[src/rtl/iterator_table_mem_if.sv]
// Request/response bundle between the iterator address generator and one
// per-namespace BASE/STRIDE table.
interface iterator_table_mem_if #(
    parameter int unsigned NS_INDEX_ID_BITS  = 5,
    parameter int unsigned BASE_STRIDE_WIDTH = 32
);
    logic                         read_req;
    logic [NS_INDEX_ID_BITS-1:0]  read_addr;
    logic                         write_req_base;
    logic [NS_INDEX_ID_BITS-1:0]  write_addr_base;
    logic [BASE_STRIDE_WIDTH-1:0] data_in_base;
    logic                         write_req_stride;
    logic [NS_INDEX_ID_BITS-1:0]  write_addr_stride;
    logic [BASE_STRIDE_WIDTH-1:0] data_in_stride;
    logic [BASE_STRIDE_WIDTH-1:0] iterator_base;
    logic [BASE_STRIDE_WIDTH-1:0] iterator_stride;
    logic                         rd_valid;
    logic                         init_busy;
    logic                         req_dropped;

    modport master (
        output read_req, read_addr,
        output write_req_base, write_addr_base, data_in_base,
        output write_req_stride, write_addr_stride, data_in_stride,
        input  iterator_base, iterator_stride, rd_valid, init_busy, req_dropped
    );

    modport slave (
        input  read_req, read_addr,
        input  write_req_base, write_addr_base, data_in_base,
        input  write_req_stride, write_addr_stride, data_in_stride,
        output iterator_base, iterator_stride, rd_valid, init_busy, req_dropped
    );
endinterface

[src/rtl/iterator_table_mem.sv]
// Per-namespace BASE/STRIDE table: cleared entry by entry after reset, then
// serves 1-cycle reads with write-first forwarding per array.
module iterator_table_mem #(
    parameter int unsigned NS_INDEX_ID_BITS  = 5,
    parameter int unsigned BASE_STRIDE_WIDTH = 32
) (
    input  logic                  clk_i,
    input  logic                  reset_i,
    iterator_table_mem_if.slave   mem_if
);
    localparam int unsigned DEPTH = 1 << NS_INDEX_ID_BITS;
    localparam logic [NS_INDEX_ID_BITS-1:0] LAST_IDX = NS_INDEX_ID_BITS'(DEPTH - 1);
    localparam logic [NS_INDEX_ID_BITS-1:0] ONE_IDX  = NS_INDEX_ID_BITS'(1);

    typedef enum logic [0:0] {
        ST_INIT  = 1'b0,
        ST_READY = 1'b1
    } state_e;

    state_e                        state_q;
    logic [NS_INDEX_ID_BITS-1:0]   clr_cnt_q;
    logic                          init_busy_q;
    logic                          rd_valid_q;
    logic                          req_dropped_q;
    logic [BASE_STRIDE_WIDTH-1:0]  base_q;
    logic [BASE_STRIDE_WIDTH-1:0]  stride_q;
    logic [BASE_STRIDE_WIDTH-1:0]  base_d;
    logic [BASE_STRIDE_WIDTH-1:0]  stride_d;
    logic                          any_req_s;

    logic [BASE_STRIDE_WIDTH-1:0]  base_mem   [DEPTH];
    logic [BASE_STRIDE_WIDTH-1:0]  stride_mem [DEPTH];

    // Read data with write-first forwarding, evaluated per array
    always_comb begin
        base_d    = base_mem[mem_if.read_addr];
        stride_d  = stride_mem[mem_if.read_addr];
        any_req_s = mem_if.read_req | mem_if.write_req_base | mem_if.write_req_stride;
        if (mem_if.write_req_base && (mem_if.write_addr_base == mem_if.read_addr)) begin
            base_d = mem_if.data_in_base;
        end else begin
            base_d = base_mem[mem_if.read_addr];
        end
        if (mem_if.write_req_stride && (mem_if.write_addr_stride == mem_if.read_addr)) begin
            stride_d = mem_if.data_in_stride;
        end else begin
            stride_d = stride_mem[mem_if.read_addr];
        end
    end

    // Array storage: zeroed by the clear pass, written by the generator once READY
    always_ff @(posedge clk_i) begin
        if (reset_i) begin
            if (state_q == ST_INIT) begin
                base_mem[clr_cnt_q]   <= '0;
                stride_mem[clr_cnt_q] <= '0;
            end else begin
                if (mem_if.write_req_base) begin
                    base_mem[mem_if.write_addr_base] <= mem_if.data_in_base;
                end
                if (mem_if.write_req_stride) begin
                    stride_mem[mem_if.write_addr_stride] <= mem_if.data_in_stride;
                end
            end
        end
    end

    // Control FSM with registered read data and status outputs
    always_ff @(posedge clk_i) begin
        if (!reset_i) begin
            state_q       <= ST_INIT;
            clr_cnt_q     <= '0;
            init_busy_q   <= 1'b1;
            base_q        <= '0;
            stride_q      <= '0;
            rd_valid_q    <= 1'b0;
            req_dropped_q <= 1'b0;
        end else begin
            case (state_q)
                ST_INIT: begin
                    clr_cnt_q  <= clr_cnt_q + ONE_IDX;
                    rd_valid_q <= 1'b0;
                    if (any_req_s) begin
                        req_dropped_q <= 1'b1;
                    end
                    if (clr_cnt_q == LAST_IDX) begin
                        state_q     <= ST_READY;
                        init_busy_q <= 1'b0;
                    end
                end
                ST_READY: begin
                    rd_valid_q <= mem_if.read_req;
                    if (mem_if.read_req) begin
                        base_q   <= base_d;
                        stride_q <= stride_d;
                    end
                end
                default: begin
                    state_q     <= ST_INIT;
                    clr_cnt_q   <= '0;
                    init_busy_q <= 1'b1;
                    rd_valid_q  <= 1'b0;
                end
            endcase
        end
    end

    assign mem_if.iterator_base   = base_q;
    assign mem_if.iterator_stride = stride_q;
    assign mem_if.rd_valid        = rd_valid_q;
    assign mem_if.init_busy       = init_busy_q;
    assign mem_if.req_dropped     = req_dropped_q;

endmodule

[src/flat_wrapper.sv]
// flat-port wrapper written by rule: the top's interface ports become plain ports
module iterator_table_mem_flat 
#(
    parameter int unsigned NS_INDEX_ID_BITS  = 5,
    parameter int unsigned BASE_STRIDE_WIDTH = 32
)
  (clk_i, reset_i, mem_if_read_req, mem_if_read_addr, mem_if_write_req_base, mem_if_write_addr_base, mem_if_data_in_base, mem_if_write_req_stride, mem_if_write_addr_stride, mem_if_data_in_stride, mem_if_iterator_base, mem_if_iterator_stride, mem_if_rd_valid, mem_if_init_busy, mem_if_req_dropped);
  iterator_table_mem_if #(.NS_INDEX_ID_BITS(NS_INDEX_ID_BITS), .BASE_STRIDE_WIDTH(BASE_STRIDE_WIDTH)) mem_if_i ();
  input  logic clk_i;
  input  logic reset_i;
  input wire logic [$bits(mem_if_i.read_req)-1:0] mem_if_read_req;
  input wire logic [$bits(mem_if_i.read_addr)-1:0] mem_if_read_addr;
  input wire logic [$bits(mem_if_i.write_req_base)-1:0] mem_if_write_req_base;
  input wire logic [$bits(mem_if_i.write_addr_base)-1:0] mem_if_write_addr_base;
  input wire logic [$bits(mem_if_i.data_in_base)-1:0] mem_if_data_in_base;
  input wire logic [$bits(mem_if_i.write_req_stride)-1:0] mem_if_write_req_stride;
  input wire logic [$bits(mem_if_i.write_addr_stride)-1:0] mem_if_write_addr_stride;
  input wire logic [$bits(mem_if_i.data_in_stride)-1:0] mem_if_data_in_stride;
  output wire logic [$bits(mem_if_i.iterator_base)-1:0] mem_if_iterator_base;
  output wire logic [$bits(mem_if_i.iterator_stride)-1:0] mem_if_iterator_stride;
  output wire logic [$bits(mem_if_i.rd_valid)-1:0] mem_if_rd_valid;
  output wire logic [$bits(mem_if_i.init_busy)-1:0] mem_if_init_busy;
  output wire logic [$bits(mem_if_i.req_dropped)-1:0] mem_if_req_dropped;
  assign mem_if_i.read_req = mem_if_read_req;
  assign mem_if_i.read_addr = mem_if_read_addr;
  assign mem_if_i.write_req_base = mem_if_write_req_base;
  assign mem_if_i.write_addr_base = mem_if_write_addr_base;
  assign mem_if_i.data_in_base = mem_if_data_in_base;
  assign mem_if_i.write_req_stride = mem_if_write_req_stride;
  assign mem_if_i.write_addr_stride = mem_if_write_addr_stride;
  assign mem_if_i.data_in_stride = mem_if_data_in_stride;
  assign mem_if_iterator_base = mem_if_i.iterator_base;
  assign mem_if_iterator_stride = mem_if_i.iterator_stride;
  assign mem_if_rd_valid = mem_if_i.rd_valid;
  assign mem_if_init_busy = mem_if_i.init_busy;
  assign mem_if_req_dropped = mem_if_i.req_dropped;
  iterator_table_mem #(.NS_INDEX_ID_BITS(NS_INDEX_ID_BITS), .BASE_STRIDE_WIDTH(BASE_STRIDE_WIDTH)) u_core (.clk_i(clk_i), .reset_i(reset_i), .mem_if(mem_if_i));
endmodule
[config.mk]
export PLATFORM = sky130hd
export DESIGN_NAME = iterator_table_mem_flat
export DESIGN_NICKNAME = d
export VERILOG_FILES = /design/src/rtl/iterator_table_mem_if.sv /design/src/rtl/iterator_table_mem.sv /design/src/flat_wrapper.sv
export SDC_FILE = /design/constraint.sdc
export NUM_CORES = 2
export LEC_CHECK = 0
export CORE_MARGIN = 5
export CORE_UTILIZATION = 30
export CTS_CLUSTER_DIAMETER = 200
export DETAILED_ROUTE_END_ITERATION = 7
export GPL_TIMING_DRIVEN = 0
export RECOVER_POWER = 100
export SETUP_SLACK_MARGIN = 0.2
export SLEW_MARGIN = 15
export SYNTH_ARGS = -nofsm -noshare
export SYNTH_HDL_FRONTEND = slang
export SYNTH_SLANG_ARGS = --single-unit
[constraint.sdc]
create_clock -name clk_i -period 10 [get_ports clk_i]
set_clock_uncertainty 0.15 [all_clocks]
set_input_delay 2 -clock clk_i [delete_from_list [all_inputs] [get_ports clk_i]]
set_output_delay 2 -clock clk_i [all_outputs]
set_load 0.1 [all_outputs]
# Yosys cells after proc, flatten, opt, wreduce, memory -nomap -nowiden
# Memories as Yosys holds them, arrays and structs flattened. A register that Yosys moved wholly into a read port is not among the register bits.
# Index checks and enable logic that the tools add are counted.
dict set report totals {
  regBits 9
  ram_bits 2048
  inputBits 84
  output_inout_bits 67
  wordCells 39
  mem_count 2
}
dict set report op_classes {
  n_addsub 1
  eq_ne 1
  n_mux 20
  bitwise_logic 3
  reduce_logical 7
}
# memory depth word_bits rd rd_clocked_by_memory_dff write_ports line
set memory_table {}
lappend memory_table {u_core.base_mem 32 32 1 1 1 iterator_table_mem.sv:31} ;# logic [BASE_STRIDE_WIDTH-1:0] base_mem [DEPTH];
lappend memory_table {u_core.stride_mem 32 32 1 1 1 iterator_table_mem.sv:32} ;# logic [BASE_STRIDE_WIDTH-1:0] stride_mem [DEPTH];
# operator count
set ops {}
lappend ops {{$mux W32} 2}
lappend ops {{$reduce_or A32 Y1} 2}
lappend ops {{$mux W1} 15}
lappend ops {{$mux W5} 2}
lappend ops {{$reduce_and A2 Y1} 3}
lappend ops {{$add A5 B1 Y5 const B} 1}
lappend ops {{$eq A5 B5 Y1 const B} 1}
lappend ops {{$logic_not A1 Y1} 2}
lappend ops {{$or A1 B1 Y1} 2}
lappend ops {{$pmux W1 S2} 1}
lappend ops {{$not A1 Y1} 1}

# Depth between registers and ports, before layout
dict set report depth {
  word_depth 6
  ltp_mapped 11
  ltp_nobuf 6
}

# Least setup slack after synthesis
# No wires, ideal clock.
dict set report synth_timing {
  path_type {input to register}
  from {input port reset_i}
  to {memory u_core.stride_mem[12][0], enable pin}
  setup_time_ns 0.421
  arrival_ns 4.563
  t_required_ns 9.429
  slack_ns 4.866
  stages 9
  path_buffers 4
  cell_sequence {buf_6 and3_1 buf_2 clkbuf_1 clkbuf_1 nand3_1 nand2_1 nand2_1 nor2_1}
}
dict set report synth_via {
  elab_chain_len 4
  word_cells_on_any_way 7
  classes_between {6 x mux; 1 x reduce/logical}
}
# element line
set synth_lines {}
lappend synth_lines {{start: declaration} flat_wrapper.sv:10} ;# input logic reset_i;
lappend synth_lines {{$mux W1} iterator_table_mem.sv:53} ;# if (reset_i) begin
lappend synth_lines {{$mux W1 (implied by the code)} iterator_table_mem.sv:62} ;# stride_mem[mem_if.write_addr_stride] <= mem_if.data_in_stride;
lappend synth_lines {{$reduce_or A32 Y1 (no source line)} --}
lappend synth_lines {{$mux W5 (no source line) / $mux W1 (equally long branches)} --}
lappend synth_lines {{end: declaration} iterator_table_mem.sv:32}
# Parallel ways exist; a longest one is shown, timed or not.

==> impl_summary.log <==
INFO  metric status = complete, but fails checks
INFO  metric failed_checks = capacitance limit, slew limit
INFO  metric initial_utilization = 30.1%
INFO  metric power_frac_comb = 3.8%
INFO  metric final_cell_count_no_fill = 8273
INFO  metric first_global_vias = 43300
INFO  metric synth_enable_flop_cells = just over 2000
INFO  metric grt_setup_unrepaired = no
INFO  metric max-slew-margin-rel = -64.9%
INFO  metric finalNetCount = 4606
INFO  metric cts_hold_repair.buffers = 0
INFO  metric maximum_number_of_buffers_from_clock_root_to_sink = 3
INFO  metric sequentialPowerShare = 52.7%
INFO  metric worst_setup_hold_path_clk_slew = 0.06 ns
INFO  metric timing_worst_slew_pin_value = approximately 2.5 ns
INFO  metric drt-pass1-iter-count = 5
INFO  metric final_hold_viol_count = 0
INFO  metric avgRoutedWirePerCell = 29.8 um
INFO  metric dp.cells = a little under 8000
INFO  metric gp_congestion = between 0.8 and 0.9
INFO  metric die_height = 531 um
INFO  metric worstSetupEndpointType = flop
INFO  metric worst-endpoint-required = ~11 ns
INFO  metric io_pins = 151
INFO  metric synthesis.area = 81400 um2
INFO  metric drive_above_1_share = between 10% and 20%
INFO  metric postSynthRegisterBits = 2121
INFO  metric area_of_the_core = 271000 um2
INFO  metric clkPwrFrac = 43.5%
INFO  metric p_leak = 31.9 nW
INFO  metric drt.antenna.violating_nets = 0
INFO  metric insertion_delay = 0.87 ns
INFO  metric drt-initial-drc-count = 5658
INFO  metric yosysUniqueCellTypes = just over 60
INFO  metric cp-start-kind = primary input
INFO  metric power_switching_share = between 20% and 30%
INFO  metric port-buffer-count = between 100 and 150
INFO  metric grt_pass1_wl = 341 mm
INFO  metric crit_path_max_fanout = 10
INFO  metric total_congestion_overflow = 0
INFO  metric ys_warnings = 0
INFO  metric setup_total_negative_slack = 0 ns
INFO  metric worstHoldPathType = reg2reg
INFO  metric syn-instance-count = between 4000 and 5000
INFO  metric post_cts_resize_count = 0
INFO  metric clkSinkCount = 2121
INFO  metric std_cell_rows = between 150 and 200
INFO  metric p_sw = 3.90 mW
INFO  metric grt_max_degree = 34
INFO  metric multiInputGateArea = 17200 um2
INFO  metric cts_post_setup_buffers_inserted = 0
INFO  metric drc = 0
INFO  metric num_vias = 44200
INFO  metric r2r_slack = 3.55 ns
INFO  metric filler_cell_count = 25200
INFO  metric internal-power = approximately 14 mW
INFO  metric async_flop_share = 0%
INFO  metric mappedNetlistNets = 4146
INFO  metric power_density = 194 nW/um2
INFO  metric clock_h_tree_levels = 4
INFO  metric grt_antenna_before_repair = 19
INFO  metric cts_inserted_buffers = about 210
INFO  metric critical_path_class = in2reg
INFO  metric max-cap-violations = slightly below 90
INFO  metric grt_use_total = 17.1%
INFO  metric ir_drop = 0.000206 V
INFO  metric die_area = about 280000 um2
INFO  metric areaGrowthSynthToFinish = 16.4%
INFO  metric ys_dominant_reg_cell = sky130_fd_sc_hd__edfxtp_1
INFO  metric arrival_time_worst_endpoint = 8.68 ns
INFO  metric final_min_period_over_clock_period = approximately four fifths
INFO  metric number_of_max_slew_violations_in_the_final_report = 1774
INFO  metric dpl.hpwl = 169 mm
INFO  metric drt-vias-per-instance = 5.34
INFO  metric ctsRootBufferMaster = sky130_fd_sc_hd__clkbuf_16
INFO  metric shortest_clock_period_the_worst_path_allows_after_layout = around 8.1 ns
INFO  metric cts_tree = yes
INFO  metric report.final.setup_viol = 0
INFO  metric drt_wl_total = ~250 mm
INFO  metric max_freq = 124 MHz
INFO  metric area.sequential = around 63000 um2
INFO  metric floorplan.die.width = between 500 and 600 um
INFO  metric synth_area_per_cell = 20.0 um2
INFO  metric share_of_synthesized_area_occupied_by_flip_flops_and_latches = 77.4%
[synth_stat cells (49+ instances only)]
cell type	number	share of area [%]
sky130_fd_sc_hd__edfxtp_1	2048	76
sky130_fd_sc_hd__mux4_2	361	10
sky130_fd_sc_hd__mux2i_1	314	3.9
sky130_fd_sc_hd__a22oi_1	183	1.7
sky130_fd_sc_hd__nand2_1	169	0.78
sky130_fd_sc_hd__nand3_1	108	0.66
sky130_fd_sc_hd__clkbuf_1	105	0.48
sky130_fd_sc_hd__nor2_1	86	0.40
sky130_fd_sc_hd__o22ai_1	74	0.57
sky130_fd_sc_hd__dfxtp_1	73	1.8
sky130_fd_sc_hd__buf_2	69	0.42
sky130_fd_sc_hd__o211ai_1	49	0.45
[sequential cells by signal, indices dropped and copies added, names as in the netlist]
register                       count
u_core.stride_mem               1024
u_core.mem_if.iterator_base       32
u_core.mem_if.rd_valid             1
u_core.mem_if.req_dropped          1
u_core.base_mem                 1024
u_core.mem_if.init_busy            1
u_core.state_q                     1
u_core.mem_if.iterator_stride     32
u_core.clr_cnt_q                   5
[final timing paths]
kind	start	to	cells past startpoint
max	mem_if_read_addr[1]	u_core.mem_if.iterator_base[19]	9
min	u_core.mem_if.iterator_base[10]	u_core.mem_if.iterator_base[10]	2
max reg2reg	u_core.state_q	u_core.stride_mem[10][14]	8
min reg2reg	u_core.mem_if.iterator_base[10]	u_core.mem_if.iterator_base[10]	2
[layer usage]
metal	GRT usage, %	wire length [um]
met1	23.4	99000
met2	26.7	113000
met3	3.66	22500
met4	6.96	11900
met5	0	0
[per-stage QoR]
stage                     total power, mW  setup WS (ns)  instance area (um2)  hold slack (ns)  util, %
final                                18.4           1.92                94800            0.315     35.0
after global routing                 18.8           2.16                94800            0.330     35.0
after CTS                            18.5           3.91                97200            0.326     35.9
after detailed placement             10.6           3.01                90200            0.313     33.3
after global placement               10.5           1.22                87300            0.305     32.3
after floorplan                      10.2           4.87                81400            0.437        -
[worst max-delay path, stage by stage]
cell,delay [ns]
sky130_fd_sc_hd__dlygate4sd3_1,0.91
sky130_fd_sc_hd__clkbuf_1,1.08
sky130_fd_sc_hd__clkbuf_1,0.87
sky130_fd_sc_hd__clkbuf_1,0.96
sky130_fd_sc_hd__nor3b_1,1.69
sky130_fd_sc_hd__a22oi_1,0.59
sky130_fd_sc_hd__nand4_1,0.25
sky130_fd_sc_hd__nand2_1,0.13
sky130_fd_sc_hd__o211ai_1,0.16
[logic make-up after synthesis]
group                    count (synthesis)  share of synthesized area [%]
buffers and inverters                  283                           1.60
AO/OA/AOI/OAI                          487                           4.26
adder cells (fa/ha/maj)                  2                         0.0307
multiplexers                           676                           13.9
flip-flops                            2121                           77.4
XOR/XNOR                                 6                         0.0646
AND/OR/NAND/NOR                        485                           2.82
[cell usage in the layout (no fill, tap or decap), types with 8 or more instances in the layout]
master	instances
sky130_fd_sc_hd__edfxtp_1	2048
sky130_fd_sc_hd__mux4_2	361
sky130_fd_sc_hd__mux2i_1	314
sky130_fd_sc_hd__clkbuf_1	260
sky130_fd_sc_hd__clkbuf_16	212
sky130_fd_sc_hd__a22oi_1	183
sky130_fd_sc_hd__nand2_1	169
sky130_fd_sc_hd__nand3_1	108
sky130_fd_sc_hd__nor2_1	85
sky130_fd_sc_hd__o22ai_1	74
sky130_fd_sc_hd__clkdlybuf4s50_1	74
sky130_fd_sc_hd__dfxtp_1	73
sky130_fd_sc_hd__dlygate4sd3_1	70
sky130_fd_sc_hd__buf_2	61
sky130_fd_sc_hd__o211ai_1	49
sky130_fd_sc_hd__inv_1	44
sky130_fd_sc_hd__a21oi_1	42
sky130_fd_sc_hd__clkinv_2	39
sky130_fd_sc_hd__clkinv_1	37
sky130_fd_sc_hd__buf_4	35
sky130_fd_sc_hd__o21ai_0	31
sky130_fd_sc_hd__a22o_1	28
sky130_fd_sc_hd__and2_0	24
sky130_fd_sc_hd__nand4_1	22
sky130_fd_sc_hd__bufinv_16	21
sky130_fd_sc_hd__o221ai_1	20
sky130_fd_sc_hd__a211o_1	18
sky130_fd_sc_hd__buf_1	18
sky130_fd_sc_hd__nor2b_1	14
sky130_fd_sc_hd__clkbuf_8	14
sky130_fd_sc_hd__and2_1	11
sky130_fd_sc_hd__nand3b_1	10
sky130_fd_sc_hd__and3_1	9
sky130_fd_sc_hd__nor4_1	8
sky130_fd_sc_hd__clkinv_16	8
[cell type report]
cell class / count / share of cell area, %
multi-input combinational: 1656 / 18.1
clock buffer: 266 / 5.96
tap: 3570 / 4.71
sequential: 2121 / 66.4
buffer: 236 / 1.18
timing repair buffer: 249 / 1.94
clock inverter: 121 / 1.47
antenna: 7 / 0.0185
inverter: 47 / 0.186
[power groups by stage]
stage | Sequential (mW) | Clock (mW) | Combinational, mW
after floorplan | 9.85 | 0 | 0.381
after global placement | 9.86 | 0 | 0.683
after detailed placement | 9.85 | 0 | 0.718
after CTS | 9.66 | 8.07 | 0.720
after global routing | 9.66 | 8.46 | 0.719
final | 9.67 | 7.99 | 0.694
No activity file was read; power rests on OpenSTA's default activity.
